File: src/rtl/prbs_pkg.sv
// Shared types and helpers for the PRBS generator and checker.
package prbs_pkg;

   typedef enum logic {SEARCH = 1'b0, LOCKED = 1'b1} chk_state_t;

   localparam int MAX_W = 64;

   typedef struct packed {
      logic [MAX_W-1:0] next_state;
      logic [MAX_W-1:0] beat;
   } unroll_t;

   // Advances a Fibonacci LFSR of 'size' bits by 'w' steps; first output bit lands in beat[w-1].
   function automatic unroll_t prbs_unroll(input logic [63:0] state, input logic [63:0] poly,
                                           input int size, input int w);
      unroll_t r;
      logic [63:0] s;
      logic [63:0] mask;
      logic b;
      mask = (size >= 64) ? {64{1'b1}} : ((64'd1 << size) - 64'd1);
      s = state & mask;
      r.beat = '0;
      for (int i = 0; i < MAX_W; i++) begin
         if (i < w) begin
            b = ^(s & poly);
            s = ((s << 1) | {63'd0, b}) & mask;
            r.beat = {r.beat[62:0], b};
         end
      end
      r.next_state = s;
      return r;
   endfunction

   function automatic logic [6:0] popcount(input logic [63:0] v);
      logic [6:0] n;
      n = '0;
      for (int i = 0; i < 64; i++) begin
         n = n + {6'd0, v[i]};
      end
      return n;
   endfunction

endpackage

File: src/rtl/prbs_checker.sv
// Self-synchronising PRBS checker: locks onto the incoming stream, then counts bit errors
// against its own free-running prediction.
module prbs_checker
   import prbs_pkg::*;
#(
   parameter int SIZE = 7,
   parameter logic [SIZE-1:0] POLY = 7'h60,
   parameter int W = 8,
   parameter int LOCK_CNT = 4,
   parameter int UNLOCK_CNT = 4,
   parameter int CNT_W = 16
) (
   input  logic             clk,
   input  logic             reset,
   input  logic             valid,
   input  logic [W-1:0]     data,
   input  logic             clr_count,
   output logic             locked,
   output logic [CNT_W-1:0] err_count
);

   localparam int FILL_W = $clog2(SIZE + W + 1);
   localparam int GOOD_W = $clog2(LOCK_CNT + 1);
   localparam int BAD_W  = $clog2(UNLOCK_CNT + 1);

   chk_state_t        state;
   logic [SIZE-1:0]   hist;
   logic [FILL_W-1:0] fill;
   logic [GOOD_W-1:0] good;
   logic [BAD_W-1:0]  bad;

   unroll_t           u;
   logic              u_unused;
   logic [W-1:0]      pred;
   logic [SIZE-1:0]   hist_pred;
   logic [SIZE+W-1:0] shifted;
   logic [6:0]        errs;
   logic [FILL_W-1:0] fill_sum;
   logic [GOOD_W-1:0] good_inc;
   logic [BAD_W-1:0]  bad_inc;
   logic [CNT_W:0]    sum;
   logic [CNT_W-1:0]  count_sat;
   logic              clean;

   assign u         = prbs_unroll(64'(hist), 64'(POLY), SIZE, W);
   assign u_unused  = ^u;
   assign pred      = W'(u.beat);
   assign hist_pred = SIZE'(u.next_state);
   assign shifted   = {hist, data};
   assign errs      = popcount(64'(pred ^ data));
   assign fill_sum  = fill + FILL_W'(W);
   assign good_inc  = good + GOOD_W'(1);
   assign bad_inc   = bad + BAD_W'(1);
   assign sum       = {1'b0, err_count} + (CNT_W+1)'(errs);
   assign count_sat = sum[CNT_W] ? {CNT_W{1'b1}} : sum[CNT_W-1:0];
   assign clean     = (fill == FILL_W'(SIZE)) && (errs == '0);

   // While locked the history follows the prediction, so a received error never propagates.
   always_ff @(posedge clk or posedge reset) begin
      if (reset) begin
         state     <= SEARCH;
         hist      <= '0;
         fill      <= '0;
         good      <= '0;
         bad       <= '0;
         locked    <= 1'b0;
         err_count <= '0;
      end else begin
         if (valid) begin
            case (state)
               SEARCH: begin
                  hist <= shifted[SIZE-1:0];
                  fill <= (fill_sum > FILL_W'(SIZE)) ? FILL_W'(SIZE) : fill_sum;
                  if (!clean) begin
                     good <= '0;
                  end else if (good_inc == GOOD_W'(LOCK_CNT)) begin
                     state  <= LOCKED;
                     locked <= 1'b1;
                     good   <= '0;
                     bad    <= '0;
                  end else begin
                     good <= good_inc;
                  end
               end
               LOCKED: begin
                  hist <= hist_pred;
                  if (errs == '0) begin
                     bad <= '0;
                  end else if (bad_inc == BAD_W'(UNLOCK_CNT)) begin
                     state  <= SEARCH;
                     locked <= 1'b0;
                     fill   <= '0;
                     good   <= '0;
                     bad    <= '0;
                  end else begin
                     bad <= bad_inc;
                  end
               end
            endcase
         end
         if (clr_count) begin
            err_count <= '0;
         end else if (valid && state == LOCKED) begin
            err_count <= count_sat;
         end
      end
   end

endmodule

File: src/rtl/prbs_gen_check.sv
// Parallel PRBS pattern source with seed load and one-shot error injection, paired with a
// self-synchronising checker for loopback bit-error measurement.
module prbs_gen_check
   import prbs_pkg::*;
#(
   parameter int SIZE = 7,
   parameter logic [SIZE-1:0] POLY = 7'h60,
   parameter int W = 8,
   parameter int LOCK_CNT = 4,
   parameter int UNLOCK_CNT = 4,
   parameter int CNT_W = 16
) (
   input  logic             clk,
   input  logic             reset,
   input  logic             en,
   input  logic             seed_load,
   input  logic [SIZE-1:0]  seed_value,
   input  logic             inj_err,
   output logic             out_valid,
   input  logic             out_ready,
   output logic [W-1:0]     out_data,
   input  logic             chk_valid,
   input  logic [W-1:0]     chk_data,
   input  logic             clr_count,
   output logic             chk_locked,
   output logic [CNT_W-1:0] chk_err_count
);

   logic [SIZE-1:0] state;
   logic            inj_pend;
   logic [SIZE-1:0] seed_fix;
   logic [SIZE-1:0] src;
   unroll_t         gen_u;
   logic            gen_unused;
   logic            transfer;
   logic            load;

   // An all-zero seed would lock the LFSR, so it is replaced by all-ones.
   assign seed_fix   = (seed_value == '0) ? {SIZE{1'b1}} : seed_value;
   assign src        = seed_load ? seed_fix : state;
   assign gen_u      = prbs_unroll(64'(src), 64'(POLY), SIZE, W);
   assign gen_unused = ^gen_u;
   assign transfer   = out_valid & out_ready;
   assign load       = en & (~out_valid | transfer);

   // state always sits just past the beat held in out_data; a pending beat is never retracted.
   always_ff @(posedge clk or posedge reset) begin
      if (reset) begin
         state     <= {SIZE{1'b1}};
         out_valid <= 1'b0;
         out_data  <= '0;
         inj_pend  <= 1'b0;
      end else begin
         out_valid <= en | (out_valid & ~out_ready);
         if (load) begin
            out_data <= W'(gen_u.beat) ^ W'(inj_pend);
            state    <= SIZE'(gen_u.next_state);
         end else if (seed_load) begin
            state <= seed_fix;
         end
         if (load && inj_pend) begin
            inj_pend <= 1'b0;
         end else if (inj_err) begin
            inj_pend <= 1'b1;
         end
      end
   end

   prbs_checker #(
      .SIZE       (SIZE),
      .POLY       (POLY),
      .W          (W),
      .LOCK_CNT   (LOCK_CNT),
      .UNLOCK_CNT (UNLOCK_CNT),
      .CNT_W      (CNT_W)
   ) u_checker (
      .clk       (clk),
      .reset     (reset),
      .valid     (chk_valid),
      .data      (chk_data),
      .clr_count (clr_count),
      .locked    (chk_locked),
      .err_count (chk_err_count)
   );

endmodule

File: config.mk
export PLATFORM = sky130hd
export DESIGN_NAME = prbs_gen_check
export DESIGN_NICKNAME = d
export VERILOG_FILES = /design/src/rtl/prbs_pkg.sv /design/src/rtl/prbs_checker.sv /design/src/rtl/prbs_gen_check.sv
export SDC_FILE = /design/constraint.sdc
export NUM_CORES = 1
export LEC_CHECK = 0
export BUFFER_PORTS_ARGS = -buffer_cell sky130_fd_sc_hd__buf_2
export CAP_MARGIN = 20
export CORE_MARGIN = 5
export CORE_UTILIZATION = 30
export DETAILED_ROUTE_END_ITERATION = 8
export HOLD_SLACK_MARGIN = 0.03
export PLACE_DENSITY = 0.54
export SLEW_MARGIN = 20
export SYNTH_ARGS = -nofsm -noshare
export SYNTH_HDL_FRONTEND = slang
export SYNTH_SLANG_ARGS = --single-unit
File: constraint.sdc
create_clock -name clk -period 5.7 [get_ports clk]
set_input_delay 1.14 -clock clk [delete_from_list [all_inputs] [get_ports clk]]
set_output_delay 1.14 -clock clk [all_outputs]
set_load 0.02 [all_outputs]
==> metrics.cfg <==
[critical_path]
critPathLaunchType = primary input
cpMostUsedCell = fa_1
critical_path.endpoint_type = flop
path_cells = buf_2 > xor2_1 > ha_1 > inv_1 > fa_1 > fa_1 > fa_1 > fa_1 > xor2_1 > inv_1 > ha_1 > nor2b_1 > o21a_1 > o2111a_1 > nor3_1 > buf_4 > a221oi_1
crit_type = primary input to flop
ff2ff_setup_slack_ps = 490
crit_path_max_incr_delay_ps = 510
cpMaxStageDelayCell = fa_1
critPathArrivalTime_ps = 5450
path_max_fanout = 7
required_ps = 5910

[synthesis]
synth_top_area_share_pct = 34.4
netlist_instances = 325
synthesis.area_um2 = 3130
synthTopCellsByArea = dfrtp_1, dfstp_2, xor2_1
yosysUniqueCellTypes = 58
synthTopCellsByCount = dfrtp_1, inv_1, nand2_1
syn-num-nets = 364
async_flop_share_pct = 100
yosys.area.top_type = dfrtp_1
ys_ff_latch = 50
syn_avg_cell_area_um2 = 9.63
ys_seq_area_share_pct = 40.3
yosysWarnings = 0
ys.flop_type = dfrtp_1
yosysMostFrequentCell = dfrtp_1
synth_edf_count = 0

[global_routing]
gr-total-overflow = 0
antenna_found_initial = 0
grt_pass1_vias = 2551
use_met3_pct = 3.07
use_met2_pct = 18.5
grt_pass1_wl_um = 12400
track_usage_pct = 11.7
busiest_layer = met2
met1_usage_pct = 16.0
grt_max_degree = 51

[power_and_ir_drop]
power_density_nw_per_um2 = 315
leakagePower_uw = 0.00170
ir_worst_vdd_uv = 162

[sta]
skew_ps = 5.12
timing.fmax_ghz = 0.191
setup_ws_ps = 464
final-max-slew-violation-count = 0
slew_headroom_pct = 55.6
fin_crit_ps = 5240
tightest_slew_ps = 667
hold_violations = 0
whs_ps = 482
rsz0062_at_grt = false
setup_viol = 0
post-route-period-util_pct = 91.9
setup_tns_ps = 0

[finish]
finalInstanceArea_um2 = 3590
drive_above_1_share_pct = 21.7
area_growth_syn_to_layout_pct = 14.7
fillerInstances = 1077
instances_no_fill = 509
diodes = 0
final_nets = 411

[route]
wl_um = 7120
vias = 2481
wl_per_cell_um = 14.0
post-route-drc-count = 0
vias_per_cell = 4.87
antenna_left = 0
drtIter0Drc = 106
firstDrtPassIters = 4

[clock_network]
cts_resized = 0
cts_buffer_depth = 2
cts_made_buffers = 5
clk_pin_slew_ps = 90
root_buffer = clkbuf_8
post-cts-setup-buffers = 0
clock_sinks = 50
clkLatencyLatePin_ps = 310
htreeDepth = 2
cts_tree = built
ctsHoldBuffers = 0

[floorplan]
coreArea_um2 = 10200
initial_core_util_pct = 30.6
placementRows = 37
ios = 49
die_h_um = 112
dieWidth_um = 112
dieArea_um2 = 12600

[run]
max_cap_violations = 0

[min_path]
min_path_type = flop to flop

[place]
place_area_um2 = 3490
place_inst = 501
dpl_worst_slack_ps = 116
globalplace.congestion = 0.784
hpwl_um = 5330
port_buffers = 48

[status]
status = complete, no violations

[worst max-delay path: cells and delay by family]
family	cells	cell delay, ps
AND/OR/NAND/NOR	2	230
buffers and inverters	4	390
AO/OA/AOI/OAI	3	780
adder cells (fa/ha/maj)	6	2510
XOR/XNOR	2	390
[final timing paths]
path                                   startpoint  cells past startpoint                      to
worst min-delay path                  out_data[2]                      2             out_data[2]
worst max register to register  u_checker.hist[6]                     18  u_checker.err_count[7]
max in group asynchronous                   reset                      3  u_checker.err_count[4]
worst min register to register        out_data[2]                      2             out_data[2]
min in group asynchronous                   reset                      3               out_valid
worst max-delay path                  chk_data[1]                     17  u_checker.err_count[7]
[cell families after synthesis]
| logic type | count (synthesis) | synth area share [%] |
|---|---|---|
| AND/OR/NAND/NOR | 102 | 17.6 |
| AO/OA/AOI/OAI | 79 | 16.4 |
| flip-flops | 50 | 40.3 |
| XOR/XNOR | 35 | 10.0 |
| buffers and inverters | 34 | 5.08 |
| adder cells (fa/ha/maj) | 16 | 7.60 |
| multiplexers | 9 | 3.08 |
[cell usage in the layout, fill, tap and decap left out, types with 7 or more instances in the layout]
master / n
nor2_1: 20
ha_1: 11
nand2_1: 22
xor2_1: 18
nor3_1: 15
xnor2_1: 16
dfrtp_1: 43
inv_1: 21
buf_2: 48
dfstp_2: 7
o21ai_0: 19
a21oi_1: 20
and3_1: 7
[routing by layer]
| metal | part of all wire, % | vias to the layer above |
|---|---|---|
| li1 | - | 1243 |
| met4 | 1.0 | 0 |
| met5 | 0 | - |
| met1 | 48 | 1181 |
| met2 | 46 | 50 |
| met3 | 4.4 | 7 |
[registers in the layout (all words and copies together), names as in the netlist]
register             cells
inj_pend                 1
u_checker.locked         1
out_data                 8
u_checker.err_count     16
state                    7
u_checker.good           3
out_valid                1
u_checker.fill           2
u_checker.state          1
u_checker.hist           7
u_checker.bad            3
[layout make-up]
class	count	area [um2]	share of cell area [%]
Clock buffer	6	82.6	2.30
Clock inverter	2	12.5	0.349
Inverter	22	82.6	2.30
Multi-Input combinational cell	241	1710	47.7
Sequential cell	50	1260	35.1
Tap cell	136	170	4.74
Timing Repair Buffer	52	270	7.53
[stage by stage]
step | utilization, % | power, uW
2_1_floorplan | - | 804
3_3_place_gp | 34.1 | 908
3_5_place_dp | 34.1 | 923
4_1_cts | 35.1 | 1150
5_1_grt | 35.1 | 1240
6_report | 35.1 | 1130
[report_power, final]
group	switching (uW)	total (uW)	internal, uW	leakage (uW)
logic	282	488	207	0.00103
registers	25.0	419	394	0.000621
clock network	124	222	97.9	0.0000472
total	431	1130	699	0.00170
Power figures use the tool's default switching activity.
